===== src/rtl/hilo_pkg.sv =====
// Shared encodings for the HI/LO and divide sequencer in EX.
package hilo_pkg;

    localparam logic [5:0] F_DIVU = 6'h1B;
    localparam logic [5:0] F_MFHI = 6'h10;
    localparam logic [5:0] F_MTHI = 6'h11;
    localparam logic [5:0] F_MFLO = 6'h12;
    localparam logic [5:0] F_MTLO = 6'h13;

    localparam int DIV_CYCLES_DEF = 34;

    typedef enum logic [1:0] {
        S_IDLE = 2'd0,
        S_LOAD = 2'd1,
        S_RUN  = 2'd2,
        S_WB   = 2'd3
    } state_e;

    function automatic logic is_hilo(input logic [5:0] f);
        return (f == F_DIVU) || (f == F_MFHI) || (f == F_MTHI) ||
               (f == F_MFLO) || (f == F_MTLO);
    endfunction

endpackage


===== src/rtl/hilo_div_ctrl.sv =====
// Sequences the multi-cycle divider and owns the architectural HI/LO pair.
module hilo_div_ctrl
    import hilo_pkg::*;
#(
    parameter int DIV_CYCLES = DIV_CYCLES_DEF,
    parameter int CNT_W      = 6
) (
    input  logic        clk,
    input  logic        reset,
    input  logic        ex_valid,
    input  logic        ex_flush,
    input  logic [5:0]  ex_funct,
    input  logic [31:0] ex_rs,
    input  logic [31:0] ex_rt,
    output logic        stall,
    output logic [31:0] mf_data,
    output logic        mf_valid,
    output logic        div_start,
    output logic [31:0] div_dividend,
    output logic [31:0] div_divisor,
    input  logic [63:0] div_data,
    output logic        busy,
    output logic [31:0] hi,
    output logic [31:0] lo
);

    state_e             state_q;
    logic [CNT_W-1:0]   cnt_q;
    logic [31:0]        hi_q;
    logic [31:0]        lo_q;
    logic [31:0]        dvd_q;
    logic [31:0]        dvs_q;

    logic hilo_op;
    logic accept;
    logic acc_divu;
    logic acc_mthi;
    logic acc_mtlo;
    logic acc_mf;

    assign busy     = (state_q != S_IDLE);
    assign hilo_op  = ex_valid & ~ex_flush & is_hilo(ex_funct);
    assign stall    = busy & hilo_op;
    assign accept   = hilo_op & ~stall;
    assign acc_divu = accept & (ex_funct == F_DIVU);
    assign acc_mthi = accept & (ex_funct == F_MTHI);
    assign acc_mtlo = accept & (ex_funct == F_MTLO);
    assign acc_mf   = accept & ((ex_funct == F_MFHI) |
                                (ex_funct == F_MFLO));

    assign mf_valid     = acc_mf;
    assign mf_data      = (ex_funct == F_MFHI) ? hi_q : lo_q;
    assign div_start    = (state_q == S_LOAD);
    assign div_dividend = dvd_q;
    assign div_divisor  = dvs_q;
    assign hi           = hi_q;
    assign lo           = lo_q;

    always_ff @(posedge clk or negedge reset) begin
        if (!reset) begin
            state_q <= S_IDLE;
            cnt_q   <= '0;
            hi_q    <= '0;
            lo_q    <= '0;
            dvd_q   <= '0;
            dvs_q   <= '0;
        end else begin
            unique case (state_q)
                S_IDLE: begin
                    if (acc_divu && ex_rt != 32'd0) begin
                        dvd_q   <= ex_rs;
                        dvs_q   <= ex_rt;
                        state_q <= S_LOAD;
                    end else if (acc_divu) begin
                        // Divide by zero: result defined without the divider
                        hi_q <= ex_rs;
                        lo_q <= 32'hFFFF_FFFF;
                    end
                    if (acc_mthi) hi_q <= ex_rs;
                    if (acc_mtlo) lo_q <= ex_rs;
                end
                S_LOAD: begin
                    cnt_q   <= CNT_W'(DIV_CYCLES);
                    state_q <= S_RUN;
                end
                S_RUN: begin
                    if (cnt_q != '0) cnt_q <= cnt_q - 1'b1;
                    if (cnt_q <= CNT_W'(1)) state_q <= S_WB;
                end
                S_WB: begin
                    hi_q    <= div_data[63:32];
                    lo_q    <= div_data[31:0];
                    state_q <= S_IDLE;
                end
                default: state_q <= S_IDLE;
            endcase
        end
    end

endmodule

===== config.mk =====
export PLATFORM = sky130hd
export DESIGN_NAME = hilo_div_ctrl
export DESIGN_NICKNAME = d
export VERILOG_FILES = /design/src/rtl/hilo_pkg.sv /design/src/rtl/hilo_div_ctrl.sv
export SDC_FILE = /design/constraint.sdc
export NUM_CORES = 1
export LEC_CHECK = 0
export CAP_MARGIN = 20
export CORE_MARGIN = 2
export CORE_UTILIZATION = 38
export DETAILED_ROUTE_END_ITERATION = 12
export GPL_TIMING_DRIVEN = 0
export PLACE_DENSITY = 0.76
export SETUP_SLACK_MARGIN = 0.2
export SLEW_MARGIN = 15
export SYNTH_ARGS = -nofsm -noshare
export SYNTH_HDL_FRONTEND = slang
export SYNTH_SLANG_ARGS = --single-unit

===== constraint.sdc =====
create_clock -name clk -period 2 [get_ports clk]
set_clock_uncertainty 0.1 [all_clocks]
set_input_delay 0.3 -clock clk [delete_from_list [all_inputs] [get_ports clk]]
set_output_delay 0.3 -clock clk [all_outputs]
set_load 0.01 [all_outputs]

* Word-level counts from Yosys, hierarchy flattened *
Index checks and enable logic that the tools add are counted.

word-level totals
  flip-flop bits (word level) = 136
  latch bits = 0
  bits in writable memories = 0
  memory bits (read-only) = 0
  bits of input ports = 138
  output and inout bits = 164
  word-level logic and storage cells = 64
  memories kept = 0

cells by class
  add/subtract/negate cells = 1
  multiply operators = 0
  divide/modulo/power cells = 0
  $lt $le $gt $ge = 1
  equality and inequality tests = 15
  shift-type cells = 0
  mux-type cells = 14
  bitwise logic cells = 11
  reductions and logical operators = 16

operators by type and width
  kind                   number
  $mux W32               7
  $pmux W32 S2           2
  $reduce_bool A32 Y1    1
  $eq A6 B5 Y1 const B   5
  $ne A3 B3 Y1 const B   4
  $pmux W6 S2            1
  $and A1 B1 Y1          8
  $pmux W2 S4            1
  $le A6 B1 Y1 const B   1
  $mux W6                1
  $ne A2 B2 Y1 const B   3
  $reduce_and A2 Y1      3
  $reduce_and A3 Y1      2
  $reduce_bool A2 Y1     3
  $reduce_bool A6 Y1     1
  $sub A6 B1 Y6 const B  1
  $eq A2 B2 Y1 const B   2
  $logic_or A1 B1 Y1     4
  $mux W2                2
  $eq A2 B1 Y1 const B   1
  $logic_not A2 Y1       1
  $not A1 Y1             2
  $logic_and A1 B1 Y1    1
  $or A1 B1 Y1           1

* Logic depth before layout (Yosys ltp) *
Gate-level depths: netlist of run 1.

  depth in word-level cells = 14
  depth in mapped cells = 8
  gate-level depth less buffers = 7

* Least setup slack after synthesis of run 1 *
No wires, ideal clock.

  path kind = register -> register
  from = reg state_q[0]
  to = reg hi_q[0], in the netlist hi[0]
  setup time = 0.125 ns
  data arrival time = 1.953 ns
  required time = 1.775 ns
  slack = -0.178 ns
  stages on the path, launching flop included = 9
  buffers on the path = 1
  period minus slack after synthesis = 2.178 ns
  cell sequence = dfrtp_1 -> inv_1 -> ha_1 -> inv_2 -> or4b_1 -> o22ai_2 -> a21oi_2 -> buf_6 -> mux2_4

between the ends
  cells in the longest elaborated chain, start to end = 8

RTL lines
  what                         RTL line             source
  start, declared              hilo_div_ctrl.sv:27  state_e state_q;
  start signal, assigned       hilo_div_ctrl.sv:61  state_q <= S_IDLE;
  start signal, assigned       hilo_div_ctrl.sv:73  state_q <= S_LOAD;
  start signal, assigned       hilo_div_ctrl.sv:84  state_q <= S_RUN;
  $reduce_bool A2 Y1 (*)       hilo_div_ctrl.sv:41  assign busy = (state_q != S_IDLE);
  named net busy               hilo_div_ctrl.sv:22  output logic busy,
  $and A1 B1 Y1 (*)            hilo_div_ctrl.sv:43  assign stall = busy & hilo_op;
  $not A1 Y1 (*)               hilo_div_ctrl.sv:44  assign accept = hilo_op & ~stall;
  $and A1 B1 Y1 (*)            hilo_div_ctrl.sv:44
  $and A1 B1 Y1                hilo_div_ctrl.sv:45  assign acc_divu = accept & (ex_funct == F_DIVU);
  $logic_and A1 B1 Y1          hilo_div_ctrl.sv:70  if (acc_divu && ex_rt != 32'd0) begin
  $ne A3 B3 Y1 (no line)       n/a
  $reduce_and A3 Y1 (no line)  n/a
  end signal, assigned         hilo_div_ctrl.sv:76  hi_q <= ex_rs;
  end signal, assigned         hilo_div_ctrl.sv:79  if (acc_mthi) hi_q <= ex_rs;
  end signal, assigned         hilo_div_ctrl.sv:91  hi_q <= div_data[63:32];
  end, declared                hilo_div_ctrl.sv:29  logic [31:0] hi_q;

Mark *: on every way through the listed nets, which the timed path passes. The rest lies on a longest branch.
A chain may end at the register's enable or synchronous reset.

* Worst setup path in the final report of run 1 *
  from = reg state_q[1]
  to = reg hi_q[4], in the netlist hi[4]

between the ends
  cells in the longest elaborated chain, start to end = 8

RTL lines
  what                         RTL line
  $reduce_bool A2 Y1           hilo_div_ctrl.sv:41
  $and A1 B1 Y1                hilo_div_ctrl.sv:43
  $not A1 Y1                   hilo_div_ctrl.sv:44
  $and A1 B1 Y1                hilo_div_ctrl.sv:44
  $and A1 B1 Y1                hilo_div_ctrl.sv:45
  $logic_and A1 B1 Y1          hilo_div_ctrl.sv:70
  $ne A3 B3 Y1 (no line)       n/a
  $reduce_and A3 Y1 (no line)  n/a

Several ways; a longest one is shown, not always the timed one.

==> reports/metrics.yaml, run 1 <==
worst_setup_path:
  r2r_cells: 8
  worstPathMaxFanout: 5
  path_class: "reg -> reg"
  r2r-start: "state_q[1]"
  start_kind: "flop"
  r2r-end: "hi[4]"
  ff2ff_setup_slack_ns: -0.27
  arrival_ns: 2.47
  endpoint_kind: "flop"
  worstPathRequired_ns: 2.20
clock_tree:
  clk_latency_ns: 0.41
  htree_levels: 4
  cts_tree: "yes"
  cts_inserted_buffers: 17
  clk_path_buf_depth: 2
  cts_root_buf: "clkbuf_16"
  clock_sinks: 136
  clk_pin_slew_ns: 0.06
placement:
  io_buffers: 301
  dp_hpwl_um: 15700
  dpl_worst_slack_ns: -1.18
  globalplace.congestion: 0.792
routing:
  vias: 5583
  viasPerCell: 5.14
  remaining_drc_errors: 0
  antenna_left: 0
  drtPass1Iterations: 4
  wl_per_cell_um: 21.3
  drt_iter0_drc: 157
  drt-total-wl_um: 23200
yosys:
  ys_seq_area_share_pct: 51.4
  avgSynthCellArea_um2: 13.6
  synth_async_sr_flop_share_pct: 100
  synth_area_leaders: "dfrtp_1 (51%), mux2_2 (22%), mux2_4 (6.8%), mux2i_1 (4.8%), o22ai_1 (3.1%)"
  synthesis.nets: 629
  synth_edf_count: 0
  synth_top_area_share_pct: 51.4
  ys_types: 39
  synth_area_um2: 6620
  synth-seq-cells: 136
  synthFlopType: "dfrtp_1"
  synth_warnings: 0
  yosys.area.top_type: "dfrtp_1"
  synthCells: 485
run_status:
  violations: "negative setup slack"
  status: "finished with violations"
job:
  drv_cap: 0
floorplanning:
  initial_core_util_pct: 38.5
  die_h_um: 136
  dieArea_um2: 18500
  die_width_um: 136
  row_count: 48
  io-pin-count: 302
  core_area_um2: 17200
grt:
  grt_overflow: 0
  grt_pass1_vias: 5953
  grt_pass1_wl_um: 33800
  grt_max_degree: 79
  antenna_found_initial: 0
  grt_usage_pct: 24.1
worst_hold_path:
  hold_depth: 2
  min_path_type: "in -> reg"
  hold_end: "div_divisor[22]"
  min_from: "ex_rt[22]"
sta:
  grt_setup_unrepaired: "true"
  setup_slack_ns: -0.269
  hold_violations: 0
  relSlewSlack_pct: 67.8
  fmax_mhz: 441
  setup_violations: 130
  fin_crit_sh_pct: 113
  drv_slew: 0
  fin_crit_ns: 2.27
  tightest_slew_ns: 0.482
layout:
  drive_gt1_share_pct: 42.6
  fin_nets: 994
  finish.utilization_pct: 68.5
  area_delta_synth_final_pct: 78.0
  fillers: 1220
  final_common_cell: "clkdlybuf4s50_1"
  final_cell_mix: "clkdlybuf4s50_1 (208), dfrtp_1 (136), mux2_2 (124)"
  diodes: 0
power:
  p_leak_nw: 5.57
  ir_worst_vdd_mv: 0.674
  p_per_area_nw_per_um2: 1220
-- power by group --
part | leakage, nW | internal [mW] | switching (mW)
Sequential | 1.65 | 3.49 | 0.633
Clock | 0.278 | 1.88 | 1.18
Combinational | 3.64 | 4.35 | 2.84
Total | 5.57 | 9.72 | 4.66
-- logic make-up after synthesis --
logic type / Yosys count / share of synthesized area [%]
multiplexers: 193 / 34.0
buffers and inverters: 64 / 4.84
flip-flops: 136 / 51.4
XOR/XNOR: 3 / 0.397
AND/OR/NAND/NOR: 38 / 3.69
adder cells (fa/ha/maj): 6 / 1.13
AO/OA/AOI/OAI: 45 / 4.54
-- flip-flops by register name, indices dropped and copies added, names as in the netlist --
signal / cells
lo: 32
state_q: 2
hi: 32
cnt_q: 6
div_dividend: 32
div_divisor: 32
-- Yosys cell counts, drive strengths merged (2+ instances only) --
cell type,instances
nor2,5
inv,37
nor2b,2
ha,6
mux2i,32
xor2,3
nor4,11
o21ai,2
nand4,4
nand2,5
nor3,6
mux2,161
o22ai,34
buf,15
clkbuf,11
dfrtp,136
-- final cells by class --
type / instances / area, um2 / share of cell area (%)
plain buffers: 26 / 364 / 3.09
well taps: 225 / 282 / 2.39
clock buffers: 21 / 460 / 3.91
flip-flops and latches: 136 / 3400 / 28.9
repair buffers: 346 / 3610 / 30.6
inverters: 38 / 158 / 1.34
clock inverters: 9 / 101 / 0.861
multi-input cells: 285 / 3400 / 28.9
-- how the worst max path moves through the flow --
stage	startpoint	endpoint	cells after the start
6_report	state_q[1]	hi[4]	8
5_1_grt	state_q[1]	hi[31]	8
4_1_cts	ex_funct[3]	mf_data[11]	8
3_5_place_dp	ex_funct[3]	mf_data[11]	6
3_3_place_gp	reset	div_divisor[18]	1
2_1_floorplan	state_q[1]	hi[0]	8
-- layer usage --
metal	global-route usage, %	up-vias	routed length, um
met2	42.4	205	12200
met1	28.1	2844	9000
met4	7.35	0	366
li1	-	2506	-
met3	7.49	28	1650
met5	0	-	0
-- through the flow --
step                      hold WS (ns)  setup TNS (ns)  area (um2)  std cells  power, mW
after floorplan                -0.0956           -1.47        6640        485       7.13
after global placement           0.386         -776.36        9930       1011       9.84
after detailed placement         0.162         -118.93        9960       1012       10.0
after CTS                        0.158          -12.42       11200       1066       13.8
after global routing             0.181          -25.16       11800       1086       15.0
final                            0.175          -14.90       11800       1086       14.4
-- worst max-delay path, cell delays in order, from the launching register on --
cell       delay [ns]
dfrtp_1          0.43
inv_2            0.11
ha_4             0.18
inv_4            0.04
or4b_4           0.51
o22ai_4          0.17
a21oi_4          0.11
clkbuf_16        0.20
mux2_4           0.29
-- timing repair --
action,in CTS,in global routing
endpoints found under the setup margin,166,189
gates resized for setup,267,142
setup buffers,19,15
cloned,4,5
endpoints found under the hold margin,58,0
hold buffers,1,0
pin swaps,42,18
No activity file was read; power rests on OpenSTA's default activity.
==> run 2, diff against run 1 <==
- MAX_ROUTING_LAYER: default -> met4
==> reports/metrics.yaml, run 2 (same netlist as run 1, synthesis figures left out) <==
worst_setup_path:
  path_class: "reg -> reg"
  slowest_stage: "or4b_4"
  r2r_cells: 8
  arrival_ns: 2.43
  start_kind: "flop"
  path_cells: "inv_2 > ha_4 > inv_4 > or4b_4 > o22ai_4 > a21oi_4 > clkbuf_16 > mux2_4"
  cp_slowest_stage_delay_ns: 0.51
  endpoint_kind: "flop"
  worstPathMaxFanout: 5
  worstPathRequired_ns: 2.19
clock_tree:
  clock_sinks: 136
  cts_inserted_buffers: 17
  clk_path_buf_depth: 2
  clk_pin_slew_ns: 0.06
  clk_latency_ns: 0.41
  htree_levels: 4
  cts_tree: "yes"
  cts_root_buf: "clkbuf_16"
power:
  power_mw: 14.4
  internal_power_mw: 9.73
  power_frac_seq_pct: 28.7
  p_leak_nw: 5.56
  p_sw_mw: 4.63
  clkPwrFrac_pct: 21.2
  ir_worst_vdd_mv: 0.678
  swShare_pct: 32.2
  comb_power_share_pct: 50.1
  p_per_area_nw_per_um2: 1220
routing:
  wl_per_cell_um: 21.3
  remaining_drc_errors: 0
  drt-total-wl_um: 23200
  drt_iter0_drc: 134
  viasPerCell: 5.17
  antenna_left: 0
  vias: 5614
  drtPass1Iterations: 4
sta:
  tightest_slew_ns: 0.478
  setup_slack_ns: -0.240
  fmax_mhz: 446
  hold_violations: 0
  grt_setup_unrepaired: "true"
  relSlewSlack_pct: 68.1
  fin_setup_tns_ns: -12.41
  fin_crit_ns: 2.24
  setup_violations: 130
  timing.hold.ws_ns: 0.180
  drv_slew: 0
  fin_crit_sh_pct: 112
layout:
  diodes: 0
  fin_nets: 994
  final_common_cell: "clkdlybuf4s50_1"
  drive_gt1_share_pct: 42.6
  finish.utilization_pct: 68.5
  area_delta_synth_final_pct: 77.9
  final_cell_mix: "clkdlybuf4s50_1 (211), dfrtp_1 (136), mux2_2 (124)"
worst_hold_path:
  min_path_type: "in -> reg"
  hold_depth: 2
grt:
  grt_overflow: 0
  grt_pass1_wl_um: 33700
  antenna_found_initial: 0
  grt_usage_pct: 24.8
  globalRoute.busiestLayer: "met2"
  grtUsageMet1_pct: 28.4
  grt_util_met3_pct: 6.34
  grt_max_degree: 79
  met2_usage_pct: 42.4
  grt_pass1_vias: 5985
floorplanning:
  dieArea_um2: 18500
  row_count: 48
  die_h_um: 136
  initial_core_util_pct: 38.5
  core_area_um2: 17200
  io-pin-count: 302
  die_width_um: 136
placement:
  io_buffers: 301
  globalplace.congestion: 0.803
  dpl_worst_slack_ns: -1.18
  dp_hpwl_um: 15700
job:
  drv_cap: 0
run_status:
  status: "finished with violations"
  violations: "negative setup slack"
[run 2: changes by cell type in the layout (fill, tap and decap cells not counted)]
cell and delta:
dlymetal6s2s_1 -3, clkdlybuf4s50_1 +3
[run 2: cell type report]
| cell class | instances | area, um2 |
|---|---|---|
| timing repair buffer | 346 | 3600 |
| sequential | 136 | 3400 |
| clock inverter | 9 | 101 |
| tap | 225 | 282 |
| inverter | 38 | 158 |
| multi-input combinational | 285 | 3400 |
| buffer | 26 | 364 |
| fill | 1225 | 5410 |
| clock buffer | 21 | 460 |
[run 2: worst max-delay path, delay by kind of cell, from the launching register on]
family | cells | cell delay, ns
AOI/OAI and AO/OA | 2 | 0.29
adders and majority gates | 1 | 0.17
buffers and inverters | 3 | 0.33
DFF | 1 | 0.42
muxes | 1 | 0.29
and+or+nand+nor | 1 | 0.51
[run 2: metal layers]
metal,part of all wire (%),up-vias
met5,0,-
met3,6.5,32
met2,53,221
met4,1.9,0
li1,-,2508
met1,39,2853
[run 2: final timing paths]
kind / slack [ns] / start / end
min in group asynchronous: 0.30 / reset / lo[17]
max in group asynchronous: 0.72 / reset / cnt_q[3]
min: 0.18 / ex_rt[22] / div_divisor[22]
max: -0.24 / state_q[0] / hi[4]
min reg2reg: 0.40 / div_dividend[21] / div_dividend[21]
max reg2reg: -0.24 / state_q[0] / hi[4]
[run 2: metrics by stage]
stage / instance area (um2) / cells
2_1_floorplan: 6640 / 485
3_3_place_gp: 9930 / 1011
3_5_place_dp: 9960 / 1012
4_1_cts: 11200 / 1066
5_1_grt: 11800 / 1086
6_report: 11800 / 1086
[run 2: power groups by stage]
| stage | clock (mW) | combinational, mW | sequential, mW |
|---|---|---|---|
| floorplan | 0 | 2.83 | 4.30 |
| global placement | 0 | 5.76 | 4.08 |
| detailed placement | 0 | 5.89 | 4.14 |
| CTS | 3.12 | 6.55 | 4.10 |
| global route | 3.24 | 7.59 | 4.21 |
| finish | 3.04 | 7.20 | 4.12 |
[run 2: timing repair]
action	4_1_cts	5_1_grt
gates resized for setup	267	138
pin swaps	42	18
cloned	4	5
hold endpoints to repair	58	0
endpoints found under the setup margin	166	186
hold buffers	1	0
buffers inserted	19	15
